--- src/rtl/seg_display_arbiter_if.sv ---
// seg_display_arbiter_if
//   Bundles the requester side and the display pins of seg_display_arbiter.
//   master: vending-side driver (requests, data, enable); observes grant/display.
//   slave : the arbiter itself.
// Signals
//   seg_en       display enable
//   req[NREQ]    level request per requester, index 0 = highest priority
//   data         NREQ x 32-bit: nibble k of requester i = data[i*32+4k +: 4]
//   grant        one-hot current owner (0 when none)
//   grant_pulse  1-cycle pulse on a new non-zero grant
//   frame_done   1-cycle pulse at the start of every frame
//   dig_out      one-hot digit enable, active-high
//   seg_out      {dp,g,f,e,d,c,b,a}, active-high
interface seg_display_arbiter_if #(parameter int NREQ = 4);
  logic                 seg_en;
  logic [NREQ-1:0]      req;
  logic [NREQ*32-1:0]   data;
  logic [NREQ-1:0]      grant;
  logic                 grant_pulse;
  logic                 frame_done;
  logic [7:0]           dig_out;
  logic [7:0]           seg_out;

  modport master (
    output seg_en, req, data,
    input  grant, grant_pulse, frame_done, dig_out, seg_out
  );

  modport slave (
    input  seg_en, req, data,
    output grant, grant_pulse, frame_done, dig_out, seg_out
  );
endinterface

--- src/rtl/seg_display_arbiter.sv ---
// seg_display_arbiter
//   Shares an 8-digit seven-segment display between NREQ requesters. One owner
//   is chosen by fixed priority (index 0 highest) with a minimum hold of
//   HOLD_FRAMES frames; the owner's 8 nibbles are latched once per frame and
//   scanned out one digit per SCAN_DIV clocks. Owner changes always pass
//   through one fully blank frame.
// Ports
//   clk          system clock
//   rst          synchronous reset, active-low
//   bus          seg_display_arbiter_if.slave (req/data/seg_en in,
//                grant/grant_pulse/frame_done/dig_out/seg_out out)
// Configuration
//   SEG_LEAD_BLANK_EN  when defined, leading-zero digits (7 down to 1) drive
//                      seg_out=0 while dig_out keeps scanning.
module seg_display_arbiter #(
  parameter int NREQ        = 4,
  parameter int SCAN_DIV    = 50000,
  parameter int HOLD_FRAMES = 8
) (
  input  logic                 clk,
  input  logic                 rst,
  seg_display_arbiter_if.slave bus
);

  localparam int DIVW  = (SCAN_DIV    > 1) ? $clog2(SCAN_DIV)    : 1;
  localparam int OWNW  = (NREQ        > 1) ? $clog2(NREQ)        : 1;
  localparam int HOLDW = (HOLD_FRAMES > 1) ? $clog2(HOLD_FRAMES) : 1;

  localparam logic [DIVW-1:0]  DIV_LAST  = DIVW'(SCAN_DIV - 1);
  localparam logic [HOLDW-1:0] HOLD_LAST = HOLDW'(HOLD_FRAMES - 1);

  typedef enum logic [1:0] {S_IDLE, S_OWN, S_SWITCH} state_t;

  state_t            r_state;
  logic [DIVW-1:0]   r_div;
  logic [2:0]        r_idx;
  logic [HOLDW-1:0]  r_hold;
  logic [OWNW-1:0]   r_owner;
  logic [31:0]       r_buf;
  logic [NREQ-1:0]   r_grant;
  logic              r_gpulse;
  logic              r_fdone;
  logic [7:0]        r_dig;
  logic [7:0]        r_seg;

  state_t            w_state_nxt;
  logic [HOLDW-1:0]  w_hold_nxt;
  logic [OWNW-1:0]   w_owner_nxt;
  logic [OWNW-1:0]   w_low;
  logic              w_any;
  logic              w_higher;
  logic              w_wrap;
  logic              w_b;
  logic [DIVW-1:0]   w_div_nxt;
  logic [2:0]        w_idx_nxt;
  logic [31:0]       w_slice;
  logic [31:0]       w_buf_nxt;
  logic [NREQ-1:0]   w_grant_nxt;
  logic [3:0]        w_nib;
  logic [7:0]        w_lead;
  logic              w_blank;
  logic              w_show;

  function automatic logic [7:0] seg_decode(input logic [3:0] n);
    case (n)
      4'h0: seg_decode = 8'h3F;  4'h1: seg_decode = 8'h06;
      4'h2: seg_decode = 8'h5B;  4'h3: seg_decode = 8'h4F;
      4'h4: seg_decode = 8'h66;  4'h5: seg_decode = 8'h6D;
      4'h6: seg_decode = 8'h7D;  4'h7: seg_decode = 8'h07;
      4'h8: seg_decode = 8'h7F;  4'h9: seg_decode = 8'h6F;
      4'hA: seg_decode = 8'h77;  4'hB: seg_decode = 8'h7C;
      4'hC: seg_decode = 8'h39;  4'hD: seg_decode = 8'h5E;
      4'hE: seg_decode = 8'h79;  default: seg_decode = 8'h71;
    endcase
  endfunction

  // Scan timing; B is the last cycle of a frame
  assign w_wrap    = (r_div == DIV_LAST);
  assign w_b       = w_wrap && (r_idx == 3'd7);
  assign w_div_nxt = w_wrap ? '0 : r_div + 1'b1;
  assign w_idx_nxt = w_wrap ? r_idx + 3'd1 : r_idx;   // 7 wraps to 0
  assign w_any     = |bus.req;

  // Lowest set index wins; also flag any pending request above the owner
  always_comb begin
    w_low    = '0;
    w_higher = 1'b0;
    for (int i = NREQ - 1; i >= 0; i--)
      if (bus.req[i]) w_low = OWNW'(i);
    for (int i = 0; i < NREQ; i++)
      if (bus.req[i] && (OWNW'(i) < r_owner)) w_higher = 1'b1;
  end

  // Next-state logic; only the B cycle can move the FSM
  always_comb begin
    w_state_nxt = r_state;
    w_owner_nxt = r_owner;
    w_hold_nxt  = r_hold;
    if (w_b) begin
      case (r_state)
        S_IDLE, S_SWITCH: begin
          if (w_any) begin
            w_state_nxt = S_OWN;
            w_owner_nxt = w_low;
            w_hold_nxt  = '0;
          end else begin
            w_state_nxt = S_IDLE;
          end
        end
        S_OWN: begin
          if (!bus.req[r_owner])
            w_state_nxt = w_any ? S_SWITCH : S_IDLE;
          else if (w_higher && (r_hold >= HOLD_LAST))
            w_state_nxt = S_SWITCH;
          else if (r_hold < HOLD_LAST)
            w_hold_nxt = r_hold + 1'b1;
        end
        default: w_state_nxt = S_IDLE;
      endcase
    end
  end

  // Owner's data slice, one-hot grant for the next cycle
  always_comb begin
    w_slice     = '0;
    w_grant_nxt = '0;
    for (int i = 0; i < NREQ; i++) begin
      if (w_owner_nxt == OWNW'(i)) w_slice = bus.data[i*32 +: 32];
      w_grant_nxt[i] = (w_state_nxt == S_OWN) && (w_owner_nxt == OWNW'(i));
    end
  end

  // Buffer only reloads at B, so mid-frame data changes are invisible
  assign w_buf_nxt = !w_b                  ? r_buf   :
                     (w_state_nxt == S_OWN) ? w_slice : 32'h0;

  assign w_nib = w_buf_nxt[{w_idx_nxt, 2'b00} +: 4];

`ifdef SEG_LEAD_BLANK_EN
  // w_lead[k]: digits 7..k are all zero; digit 0 is always shown
  always_comb begin
    w_lead    = '0;
    w_lead[7] = (w_buf_nxt[31:28] == 4'h0);
    for (int k = 6; k >= 1; k--)
      w_lead[k] = w_lead[k+1] && (w_buf_nxt[k*4 +: 4] == 4'h0);
  end
  assign w_blank = w_lead[w_idx_nxt];
`else
  assign w_lead  = '0;
  assign w_blank = 1'b0;
`endif

  // Display blank outside OWN; seg_en gates the pins only
  assign w_show = bus.seg_en && (w_state_nxt == S_OWN);

  always_ff @(posedge clk) begin
    if (!rst) begin
      r_state  <= S_IDLE;
      r_div    <= '0;
      r_idx    <= '0;
      r_hold   <= '0;
      r_owner  <= '0;
      r_buf    <= '0;
      r_grant  <= '0;
      r_gpulse <= 1'b0;
      r_fdone  <= 1'b0;
      r_dig    <= '0;
      r_seg    <= '0;
    end else begin
      r_state  <= w_state_nxt;
      r_div    <= w_div_nxt;
      r_idx    <= w_idx_nxt;
      r_hold   <= w_hold_nxt;
      r_owner  <= w_owner_nxt;
      r_buf    <= w_buf_nxt;
      r_grant  <= w_grant_nxt;
      // a new owner can only appear on entry to OWN
      r_gpulse <= w_b && (w_state_nxt == S_OWN) && (r_state != S_OWN);
      r_fdone  <= w_b;
      r_dig    <= w_show ? (8'h01 << w_idx_nxt) : 8'h00;
      r_seg    <= (w_show && !w_blank) ? seg_decode(w_nib) : 8'h00;
    end
  end

  assign bus.grant       = r_grant;
  assign bus.grant_pulse = r_gpulse;
  assign bus.frame_done  = r_fdone;
  assign bus.dig_out     = r_dig;
  assign bus.seg_out     = r_seg;

endmodule
--- src/flat_wrapper.sv ---
// flat-port wrapper written by rule: the top's interface ports become plain ports
module seg_display_arbiter_flat 
#(
  parameter int NREQ        = 4,
  parameter int SCAN_DIV    = 50000,
  parameter int HOLD_FRAMES = 8
)
  (clk, rst, bus_seg_en, bus_req, bus_data, bus_grant, bus_grant_pulse, bus_frame_done, bus_dig_out, bus_seg_out);
  seg_display_arbiter_if #(.NREQ(NREQ)) bus_i ();
  input  logic clk;
  input  logic rst;
  input wire logic [$bits(bus_i.seg_en)-1:0] bus_seg_en;
  input wire logic [$bits(bus_i.req)-1:0] bus_req;
  input wire logic [$bits(bus_i.data)-1:0] bus_data;
  output wire logic [$bits(bus_i.grant)-1:0] bus_grant;
  output wire logic [$bits(bus_i.grant_pulse)-1:0] bus_grant_pulse;
  output wire logic [$bits(bus_i.frame_done)-1:0] bus_frame_done;
  output wire logic [$bits(bus_i.dig_out)-1:0] bus_dig_out;
  output wire logic [$bits(bus_i.seg_out)-1:0] bus_seg_out;
  assign bus_i.seg_en = bus_seg_en;
  assign bus_i.req = bus_req;
  assign bus_i.data = bus_data;
  assign bus_grant = bus_i.grant;
  assign bus_grant_pulse = bus_i.grant_pulse;
  assign bus_frame_done = bus_i.frame_done;
  assign bus_dig_out = bus_i.dig_out;
  assign bus_seg_out = bus_i.seg_out;
  seg_display_arbiter #(.NREQ(NREQ), .SCAN_DIV(SCAN_DIV), .HOLD_FRAMES(HOLD_FRAMES)) u_core (.clk(clk), .rst(rst), .bus(bus_i));
endmodule
--- config.mk ---
export PLATFORM = sky130hd
export DESIGN_NAME = seg_display_arbiter_flat
export DESIGN_NICKNAME = d
export VERILOG_FILES = /design/src/rtl/seg_display_arbiter_if.sv /design/src/rtl/seg_display_arbiter.sv /design/src/flat_wrapper.sv
export SDC_FILE = /design/constraint.sdc
export NUM_CORES = 1
export LEC_CHECK = 0
export CORE_ASPECT_RATIO = 1.75
export CORE_MARGIN = 1.5
export CORE_UTILIZATION = 48
export CTS_BUF_LIST = sky130_fd_sc_hd__clkbuf_16
export CTS_CLUSTER_DIAMETER = 60
export DETAILED_ROUTE_END_ITERATION = 12
export PLACE_DENSITY_LB_ADDON = 0.2
export SETUP_SLACK_MARGIN = 0.3
export SYNTH_ARGS = -nofsm -noshare
export SYNTH_HDL_FRONTEND = slang
export SYNTH_SLANG_ARGS = --single-unit
--- constraint.sdc ---
create_clock -name clk -period 5.47 [get_ports clk]
set_input_delay 1.094 -clock clk [delete_from_list [all_inputs] [get_ports clk]]
set_output_delay 1.094 -clock clk [all_outputs]
set_load 0.005 [all_outputs]
==> results_dict.tcl <==
set metrics [dict create \
    status "complete, no violations" \
    instances_no_fill 925 \
    core_mm2 0.01070 \
    required_ns 5.71 \
    max_stage_delay_ns 0.55 \
    path_class "in2reg" \
    dr.pass1.iters 5 \
    place_hpwl_mm 15.43 \
    worst_r2r_endpoint "u_core.bus.seg_out[3]" \
    synth_cell_types 90 \
    initial_core_util_pct 49.16 \
    synth_nets 793 \
    synth_flop_cell "dfxtp_1" \
    cts_hold_buf 0 \
    critical-path-top-delay-family "simple AND/OR/NAND/NOR gates" \
    die_w_um 82.13 \
    groute.usage.overall_pct 35.61 \
    cts_buffer_depth 2 \
    rr_worst_depth 16 \
    r2r_start "u_core.r_idx[0]" \
    grt_pass1_wl_mm 30.62 \
    drv_cap 0 \
    synth_top_area_share_pct 30.07 \
    pre_cts_ws_ns 0.3526 \
    finalSetupViolations 0 \
    slowest_stage "o21ai_0" \
    htreeDepth 3 \
    cts_root_buffer "clkbuf_16" \
    final_common_cell "clkdlybuf4s50_1" \
    min_period_ns 4.809 \
    hold_viol 0 \
    antenna_found_initial 0 \
    die-area_mm2 0.01162 \
    grt_max_degree 31 \
    layout-drive-gt1-share_pct 10.44 \
    rsz0062_at_grt "no" \
    cellLeakagePower_nw 2.855 \
    grt_pass1_vias 5964 \
    final_cell_mix "clkdlybuf4s50_1 (155), nor2_1 (79), dfxtp_1 (79)" \
    final.setup.tns_ns 0 \
    synth_edf_count 0 \
    synth_async_sr_flop_share_pct 0 \
    clk-insertion-delay-late_ns 0.35 \
    syn_area_per_cell_um2 8.141 \
    syn-instance-count 646 \
    utilization_pct 66.70 \
    cts.sinks 79 \
    routed_wl_mm 20.04 \
    maxSlewHeadroom_pct 41.13 \
    cts.repair.resized 0 \
    ant_nets 0 \
    drc 0 \
    io_pins 157 \
    syn_area_mm2 0.005259 \
    cp.buffers_inverters 3 \
    post-place-cells 909 \
    ir_worst_vdd_mv 0.2035 \
    arrival_ns 5.05 \
    ys_seq_area_share_pct 30.07 \
    tritoncts "built" \
    yosys.area.top_type "dfxtp_1" \
    crit_cells 16 \
    port_buffers 155 \
    fmax_ghz 0.2079 \
    grt.overflow.total 0 \
    crit_fanout 6 \
    yosysWarnings 0 \
    area_growth_pct 35.69 \
    synth_seq_cells 79 \
    final_nets 937 \
    gp_congestion 0.9749 \
    die_h_um 141.5 \
    clk_pin_slew_ns 0.07 \
    dpl_cell_area_mm2 0.006872 \
    drv_slew 0 \
    worst_slack_ns 0.6606 \
    wl_per_cell_um 21.67 \
    endpoint "u_core.bus.seg_out[3]" \
    stdcell_area_mm2 0.007136 \
    regToRegSetupSlack_ns 0.89 \
    min_period_over_period_pct 87.92 \
    cp_cell_sequence "clkdlybuf4s50_1 > nor2b_1 > o21ai_0 > nor2_1 > nor2_2 > buf_4 > nand3_2 > o211a_1 > mux2i_1 > a211oi_2 > nor3_2 > inv_1 > ha_1 > mux2_2 > mux2i_1 > nor2_1" \
    post_cts_buffers 0 \
    drt_iter0_drc 485 \
    routed_via_density 6.275 \
    num_vias 5804 \
    cp-start-kind "input port" \
    tightest_slew_ns 0.8821 \
    p_per_area_mw_per_mm2 179.3 \
    crit_path_start "bus_req[3]" \
    rows 50 \
    diodes 0 \
    finalClockSkew_ns 0.01105 \
    min_path_type "reg2reg" \
    cts_made_buffers 9 \
    worstSetupEndpointType "register" \
    synthTopCellsByArea "dfxtp_1 (30%), mux2i_1 (5.7%), nor2_1 (5.6%)" \
]
## power by group
part	total, mW	internal [mW]	switching [mW]	leakage [nW]
sequential	0.579	0.577	0.00181	0.637
combinational	0.144	0.0988	0.0455	2.08
clock	0.556	0.303	0.253	0.134
## synthesized netlist by cell type (3+ instances only)
cell and count:
buf_2 12, or3_1 5, o211ai_1 5, xnor2_1 3, a31oi_1 11, clkbuf_1 16
a22oi_1 5, buf_4 6, o21ai_1 10, a211oi_1 11, o22ai_1 8, nand3_1 31
a21boi_0 9, nor2b_1 4, nand2_1 48, xor2_1 10, and2_1 8, o21ai_0 33
and3_1 28, dfxtp_1 79, nor3_1 22, nor2_1 79, inv_1 10, or2_2 4
o21a_1 7, and4_1 4, buf_6 8, mux2i_1 30, mux2_2 8, o31ai_1 4
a21oi_1 37, ha_1 12, a211o_1 6, nand4_1 5
## registers in the layout, indices dropped and copies added, names as in the netlist
register                flops
u_core.bus.frame_done       1
u_core.r_buf               32
u_core.r_owner              2
u_core.r_div               16
u_core.bus.dig_out          8
u_core.bus.grant            4
u_core.r_hold               3
u_core.bus.grant_pulse      1
u_core.bus.seg_out          7
u_core.r_state              2
u_core.r_idx                3
## worst min path at each step
stage | depth (start not counted) | start | end
floorplan | 2 | u_core.r_buf[17] | u_core.r_buf[17]
global placement | 2 | u_core.r_buf[17] | u_core.r_buf[17]
detailed placement | 1 | u_core.r_div[0] | u_core.r_div[0]
CTS | 2 | u_core.r_buf[17] | u_core.r_buf[17]
global route | 2 | u_core.r_buf[17] | u_core.r_buf[17]
finish | 1 | u_core.r_div[0] | u_core.r_div[0]
## cell families after synthesis
family                     Yosys count  share of synthesized area, %
DFF                                 79                         30.07
muxes                               42                         8.613
other                                1                       0.07131
adders and majority gates           12                         2.855
AOI/OAI and AO/OA                  185                         24.86
xor gates and xnor gates            14                         2.475
buffers and inverters               53                         5.639
and+or+nand+nor                    260                         25.41
## stage by stage
stage / hold slack, ns / power [mW]
2_1_floorplan: 0.4257 / 0.6222
3_3_place_gp: 0.4361 / 0.7332
3_5_place_dp: 0.4499 / 0.7336
4_1_cts: 0.4589 / 1.281
5_1_grt: 0.4789 / 1.313
6_report: 0.4622 / 1.280
## layout make-up
class	instances	area [um^2]
flip-flops and latches	79	1582
clock buffers	9	225.2
inverters	10	37.54
repair buffers	176	1709
fillers	869	3562
multi-input cells	514	3381
clock inverters	7	38.79
well taps	130	162.7
## worst register-to-register path: cells and delay by family (launching register included)
| kind | cells | cell delay, ns |
|---|---|---|
| AOI/OAI and AO/OA | 2 | 0.50 |
| DFF | 1 | 0.50 |
| buffers and inverters | 2 | 0.42 |
| and+or+nand+nor | 7 | 1.88 |
| muxes | 2 | 0.41 |
| adders and majority gates | 3 | 0.78 |
## per-layer routing
| metal | up-vias | GRT usage (%) | wire length, um |
|---|---|---|---|
| met1 | 2666 | 36.06 | 6580 |
| met2 | 363 | 60.91 | 9992 |
| met4 | 0 | 26.94 | 1784 |
| met3 | 116 | 8.232 | 1686 |
| met5 | - | 0 | 0 |
| li1 | 2659 | - | - |
Power figures use the tool's default switching activity.
